==> config.mk <==
export PLATFORM = sky130hd
export DESIGN_NAME = time_reader
export DESIGN_NICKNAME = d
export VERILOG_FILES = /design/src/rtl/time_reader.sv
export SDC_FILE = /design/constraint.sdc
export NUM_CORES = 1
export LEC_CHECK = 0
export ABC_AREA = 1
export CAP_MARGIN = 20
export CORE_MARGIN = 3
export CORE_UTILIZATION = 46
export DETAILED_ROUTE_END_ITERATION = 10
export GPL_TIMING_DRIVEN = 0
export PLACE_DENSITY_LB_ADDON = 0.25
export SETUP_SLACK_MARGIN = 0.3
export SYNTH_ARGS = -nofsm -noshare
export SYNTH_HDL_FRONTEND = slang
export SYNTH_SLANG_ARGS = --single-unit
==> constraint.sdc <==
create_clock -name clk -period 2.5 [get_ports clk]
set_clock_uncertainty 0.15 [all_clocks]
set_input_delay 0.625 -clock clk [delete_from_list [all_inputs] [get_ports clk]]
set_output_delay 0.625 -clock clk [all_outputs]
set_load 0.05 [all_outputs]
==> src/rtl/time_reader.sv <==
// time_reader: host-side readout of the 64-bit epoch counter.
// A request in IDLE snapshots i_time into a shadow register. The snapshot is
// then streamed out one byte per valid/ready transfer. Byte order is set by
// MSB_FIRST.
//
// state   | meaning
// --------+-------------------------------------------------------------
// ST_IDLE | no snapshot in flight, waiting for req
// ST_SEND | shadow holds a snapshot, o_data/o_last present byte idx_q
module time_reader #(
  parameter int TIME_WIDTH = 64,
  parameter bit MSB_FIRST  = 1'b1
) (
  input  logic                  clk,
  input  logic                  rst,
  input  logic                  req,
  input  logic [TIME_WIDTH-1:0] i_time,
  output logic [7:0]            o_data,
  output logic                  o_valid,
  input  logic                  i_ready,
  output logic                  o_last,
  output logic                  busy
);

  localparam int NBYTES = TIME_WIDTH / 8;
  localparam int IDXW   = (NBYTES > 1) ? $clog2(NBYTES) : 1;
  localparam logic [IDXW-1:0] LAST_IDX = IDXW'(NBYTES - 1);

  typedef enum logic {
    ST_IDLE = 1'b0,
    ST_SEND = 1'b1
  } state_t;

  state_t                state_q, state_d;
  logic [TIME_WIDTH-1:0] shadow_q, shadow_d;
  logic [IDXW-1:0]       idx_q, idx_d;
  logic [IDXW-1:0]       idx_inc;
  logic [7:0]            data_q, data_d;
  logic                  capture;
  logic                  xfer;
  logic                  xfer_last;

  // Byte 'idx' of the stream, counted in send order.
  function automatic logic [7:0] pick_byte(input logic [TIME_WIDTH-1:0] word,
                                           input logic [IDXW-1:0]       idx);
    logic [IDXW-1:0]       sel;
    logic [TIME_WIDTH-1:0] shifted;
    sel     = MSB_FIRST ? (LAST_IDX - idx) : idx;
    shifted = word >> {sel, 3'b000};
    return shifted[7:0];
  endfunction

  assign capture   = (state_q == ST_IDLE) && req;
  assign xfer      = (state_q == ST_SEND) && i_ready;
  assign xfer_last = xfer && (idx_q == LAST_IDX);
  assign idx_inc   = idx_q + IDXW'(1);

  // State register.
  always_ff @(posedge clk or posedge rst) begin
    if (rst) begin
      state_q <= ST_IDLE;
    end else begin
      state_q <= state_d;
    end
  end

  // Next-state logic: req only matters in IDLE, the last transfer ends SEND.
  always_comb begin
    state_d = state_q;
    case (state_q)
      ST_IDLE: if (req)       state_d = ST_SEND;
      ST_SEND: if (xfer_last) state_d = ST_IDLE;
      default:                state_d = ST_IDLE;
    endcase
  end

  // Output decode; valid/busy/last come straight from registered state so they
  // drop together with the asynchronous reset.
  always_comb begin
    o_valid = (state_q == ST_SEND);
    busy    = (state_q == ST_SEND);
    o_last  = (state_q == ST_SEND) && (idx_q == LAST_IDX);
  end

  // Datapath next values: load the snapshot and its first byte on capture,
  // advance to the following byte on each non-final transfer, hold otherwise.
  // The first byte is picked from i_time directly so o_data is ready in the
  // cycle right after the capture edge.
  always_comb begin
    shadow_d = shadow_q;
    idx_d    = idx_q;
    data_d   = data_q;
    if (capture) begin
      shadow_d = i_time;
      idx_d    = '0;
      data_d   = pick_byte(i_time, '0);
    end else if (xfer_last) begin
      idx_d    = '0;
    end else if (xfer) begin
      idx_d    = idx_inc;
      data_d   = pick_byte(shadow_q, idx_inc);
    end
  end

  // Datapath registers.
  always_ff @(posedge clk or posedge rst) begin
    if (rst) begin
      shadow_q <= '0;
      idx_q    <= '0;
      data_q   <= '0;
    end else begin
      shadow_q <= shadow_d;
      idx_q    <= idx_d;
      data_q   <= data_d;
    end
  end

  assign o_data = data_q;

endmodule

==> impl.org <==
** Outcome
- The run finished with clean final reports.

** Timing
- Fin. Hold Viols :: 0
- Final setup violation count :: 0
- Sum of negative setup slack :: 0 ns
- Tightest slew margin relative to the limit :: 66.71%
- Setup repair after global routing could not meet its margin everywhere.
- Worst hold margin :: 0.3520 ns
- The final number of max-transition violations came to 0.
- Derived from the worst setup path, the maximum achievable clock frequency is 468.9 MHz.
- At the pin with the least slew margin, the transition time is 0.5013 ns.
- Crit path time final :: 2.133 ns
- Ratio of final minimum period to clock period :: 85.31%

** Setup path
- Slowest cell on the critical path :: sky130_fd_sc_hd__dlygate4sd2_1
- Critical path data required time :: 1.73 ns
- The setup path with the least slack is of type flip-flop to output port.
- Along the worst path, the maximum fanout reaches 6.
- Delay of the slowest cell on the worst path :: 0.56 ns
- The kind of cell with the highest combined delay along the critical path is buffers and inverters.
- CP Data Arrival Time :: 1.36 ns
- The worst setup path is captured at an output port.
- Kind of start point of the critical path :: flip-flop
- The critical path goes through dlygate4sd2_1.
- Together, buffers and inverters on the worst path number 1.

** Global routing
- Tot GR Track Use :: 22.63%
- Global-route wire length before repair :: 15.58 mm
- The via count of the first global-routing pass was 3137.
- Global routing finished with a remaining overflow of 0.
- Number of antenna violations at the first check in global routing :: 0
- Maximum number of pins on one net before global-route repair :: 34

** Layout
- Of the cells placed in the final design, the portion with a size suffix greater than 1 is 8.929%.
- Area Overhead vs Synth :: 32.10%
- Cells fill between 60% and 70% of the core in the end.
- For this run, the number of standard cells in the final layout without fillers is 659.
- The number of antenna diodes in the final layout is 0.
- Number of nets in the final layout :: ~630

** Logic synthesis
- Of the synthesized area, sequential elements account for 52.47%.
- Synthesis produced a netlist whose cell count is 465.
- Library cells used by synthesis :: 18
- Averaged over all synthesized cells, the footprint is 7.795 um2.
- Flip-flop and latch count after synthesis :: 76
- By area the synthesized netlist is led by sky130_fd_sc_hd__dfrtp_1 (52%), sky130_fd_sc_hd__nand2_1 (14%), sky130_fd_sc_hd__o21ai_0 (8.8%).
- The synthesized netlist occupies a cell area of ~3600 um2.
- The share of synthesized area in the top cell type comes to 52.47%.
- Net Count, Synth :: 535
- Cell type contributing the most total cell area after synthesis :: sky130_fd_sc_hd__dfrtp_1
- Syn. warnings :: 0

** CTS
- Clock input transition at the sequential cells of the worst setup and hold paths :: 0.08 ns
- Counting along the longest clock path gives a buffer depth of 2.
- Root buffer cell :: sky130_fd_sc_hd__clkbuf_8
- The H-tree was split into 3 levels.
- Clk_lat worst skew :: 0.34 ns
- Buffers added to address setup during post-CTS repair amount to 0.
- Clock Sinks :: 76
- Hold-fix buffers, CTS :: 0
- Number of buffers created by CTS :: 9
- TritonCTS clock tree :: yes

** Detailed routing
- In the routed design, unresolved DRC markers number 0.
- The routed layout has 3284 vias.
- The first detailed-routing pass took 4 iterations.
- Final Routed Wirelength :: 9.636 mm
- Routed vias/inst :: 4.983
- Antenna-violating nets left :: 0
- Mean routed wirelength per cell :: 14.62 um
- Violation count after the first detailed-routing iteration :: 242

** Power
- Pleak :: 2.266 nW
- VDD sags by at most 0.6450 mV.
- For this design the ratio of total power to cell area is 1251 nW/um2.

** Die
- Vertical die dimension :: between 90 and 100 um
- The floorplan step defined a die boundary enclosing 8981 um2.
- The die is 94.77 um wide.
- The initial utilization of the core area, before any placement, comes to about half.
- After floorplanning, the core was sized to cover approximately 7400 um2.
- Top-level I/O count :: 79
- Placement row count :: 31

** Place
- The number of placed instances, taps included, is between 600 and 700.
- Number of port buffers :: 78
- GPL Wtd Cong :: between 0.8 and 0.9
- Estimated wirelength of the detail-placed design :: around 7.0 mm

** Flow run
- Across the run, the number of max-cap violations was 0.

** Min path
- Hold Crit Class :: flip-flop to flip-flop
metrics by stage:
stage	worst slack (ns)	cell area [um2]	total power, W
floorplan	0.5693	3628	0.004053
global placement	-0.006955	4533	0.004891
detailed placement	0.1242	4573	0.004978
CTS	0.1528	4780	0.005960
global route	0.2979	4788	0.006435
finish	0.3672	4788	0.005990
routing by layer:
metal	global-route usage [%]	routed length [um]	vias to the layer above
li1	-	-	1627
met5	0	0	-
met4	5.769	99	0
met1	31.99	4395	1551
met2	36.88	4603	97
met3	3.028	538	9
flip-flops by register name (all words and copies together), names as in the netlist:
name      cells
busy          1
shadow_q     64
o_data        8
idx_q         3
layout make-up:
class / count / area [um2]
inverters: 71 / 272.8
repair buffers: 80 / 815.8
plain buffers: 27 / 147.6
flip-flops and latches: 76 / 1902
multi-input cells: 291 / 1311
fillers: 670 / 2659
well taps: 99 / 123.9
clock inverters: 4 / 73.82
clock buffers: 11 / 141.4
where the power goes:
group | switching [W] | internal, W | leakage [nW]
Combinational | 0.00191 | 0.00100 | 1.26
Clock | 0.000448 | 0.000585 | 0.109
Sequential | 0.000206 | 0.00184 | 0.902
Total | 0.00256 | 0.00343 | 2.27
synthesized netlist by cell type, drive strengths merged:
cell and count:
nand2 137, dfrtp 76, inv 70, o21ai 64, nand3 57, buf 21, a21oi 16, nor2 13
clkbuf 6, ha 2, o31ai 2, clkinv 1
cell families after synthesis:
kind of cell | count (synthesis) | share of synthesized area [%]
DFF | 76 | 52.47
AOI/OAI and AO/OA | 82 | 11.46
buffers and inverters | 98 | 11.49
adders and majority gates | 2 | 0.6903
and+or+nand+nor | 207 | 23.89
worst paths after layout:
kind                              start           end  slack [ns]  depth (start not counted)
setup / recovery                   busy          busy        0.37                          1
hold / removal             shadow_q[54]  shadow_q[54]        0.35                          2
hold reg to reg            shadow_q[54]  shadow_q[54]        0.35                          2
setup reg to reg               idx_q[1]     o_data[5]        0.47                          7
min in group asynchronous           rst  shadow_q[40]        0.49                          2
max in group asynchronous           rst  shadow_q[12]        1.19                          3
layout by cell type (no fill, tap or decap):
| master | instances |
|---|---|
| sky130_fd_sc_hd__nand2_1 | 135 |
| sky130_fd_sc_hd__dfrtp_1 | 76 |
| sky130_fd_sc_hd__clkdlybuf4s50_1 | 67 |
| sky130_fd_sc_hd__inv_1 | 64 |
| sky130_fd_sc_hd__o21ai_0 | 64 |
| sky130_fd_sc_hd__nand3_1 | 57 |
| sky130_fd_sc_hd__a21oi_1 | 16 |
| sky130_fd_sc_hd__buf_2 | 13 |
| sky130_fd_sc_hd__nor2_1 | 12 |
| sky130_fd_sc_hd__clkbuf_8 | 10 |
| sky130_fd_sc_hd__dlygate4sd2_1 | 9 |
| sky130_fd_sc_hd__buf_4 | 8 |
| sky130_fd_sc_hd__clkbuf_1 | 7 |
| sky130_fd_sc_hd__inv_2 | 4 |
| sky130_fd_sc_hd__o31ai_1 | 2 |
| sky130_fd_sc_hd__ha_2 | 2 |
| sky130_fd_sc_hd__bufinv_16 | 2 |
| sky130_fd_sc_hd__buf_12 | 2 |
| sky130_fd_sc_hd__clkinv_1 | 1 |
| sky130_fd_sc_hd__nor2_4 | 1 |
| sky130_fd_sc_hd__nand2_2 | 1 |
| sky130_fd_sc_hd__nand2_4 | 1 |
| sky130_fd_sc_hd__inv_4 | 1 |
| sky130_fd_sc_hd__clkinvlp_4 | 1 |
| sky130_fd_sc_hd__clkinv_4 | 1 |
| sky130_fd_sc_hd__clkinv_2 | 1 |
| sky130_fd_sc_hd__buf_8 | 1 |
| sky130_fd_sc_hd__clkdlybuf4s15_2 | 1 |
timing repair:
action                     4_1_cts  5_1_grt
setup endpoints to repair       11        1
pin swaps                        0        0
resized for setup               15        9
Note: power is estimated with default switching activity, not from simulation.
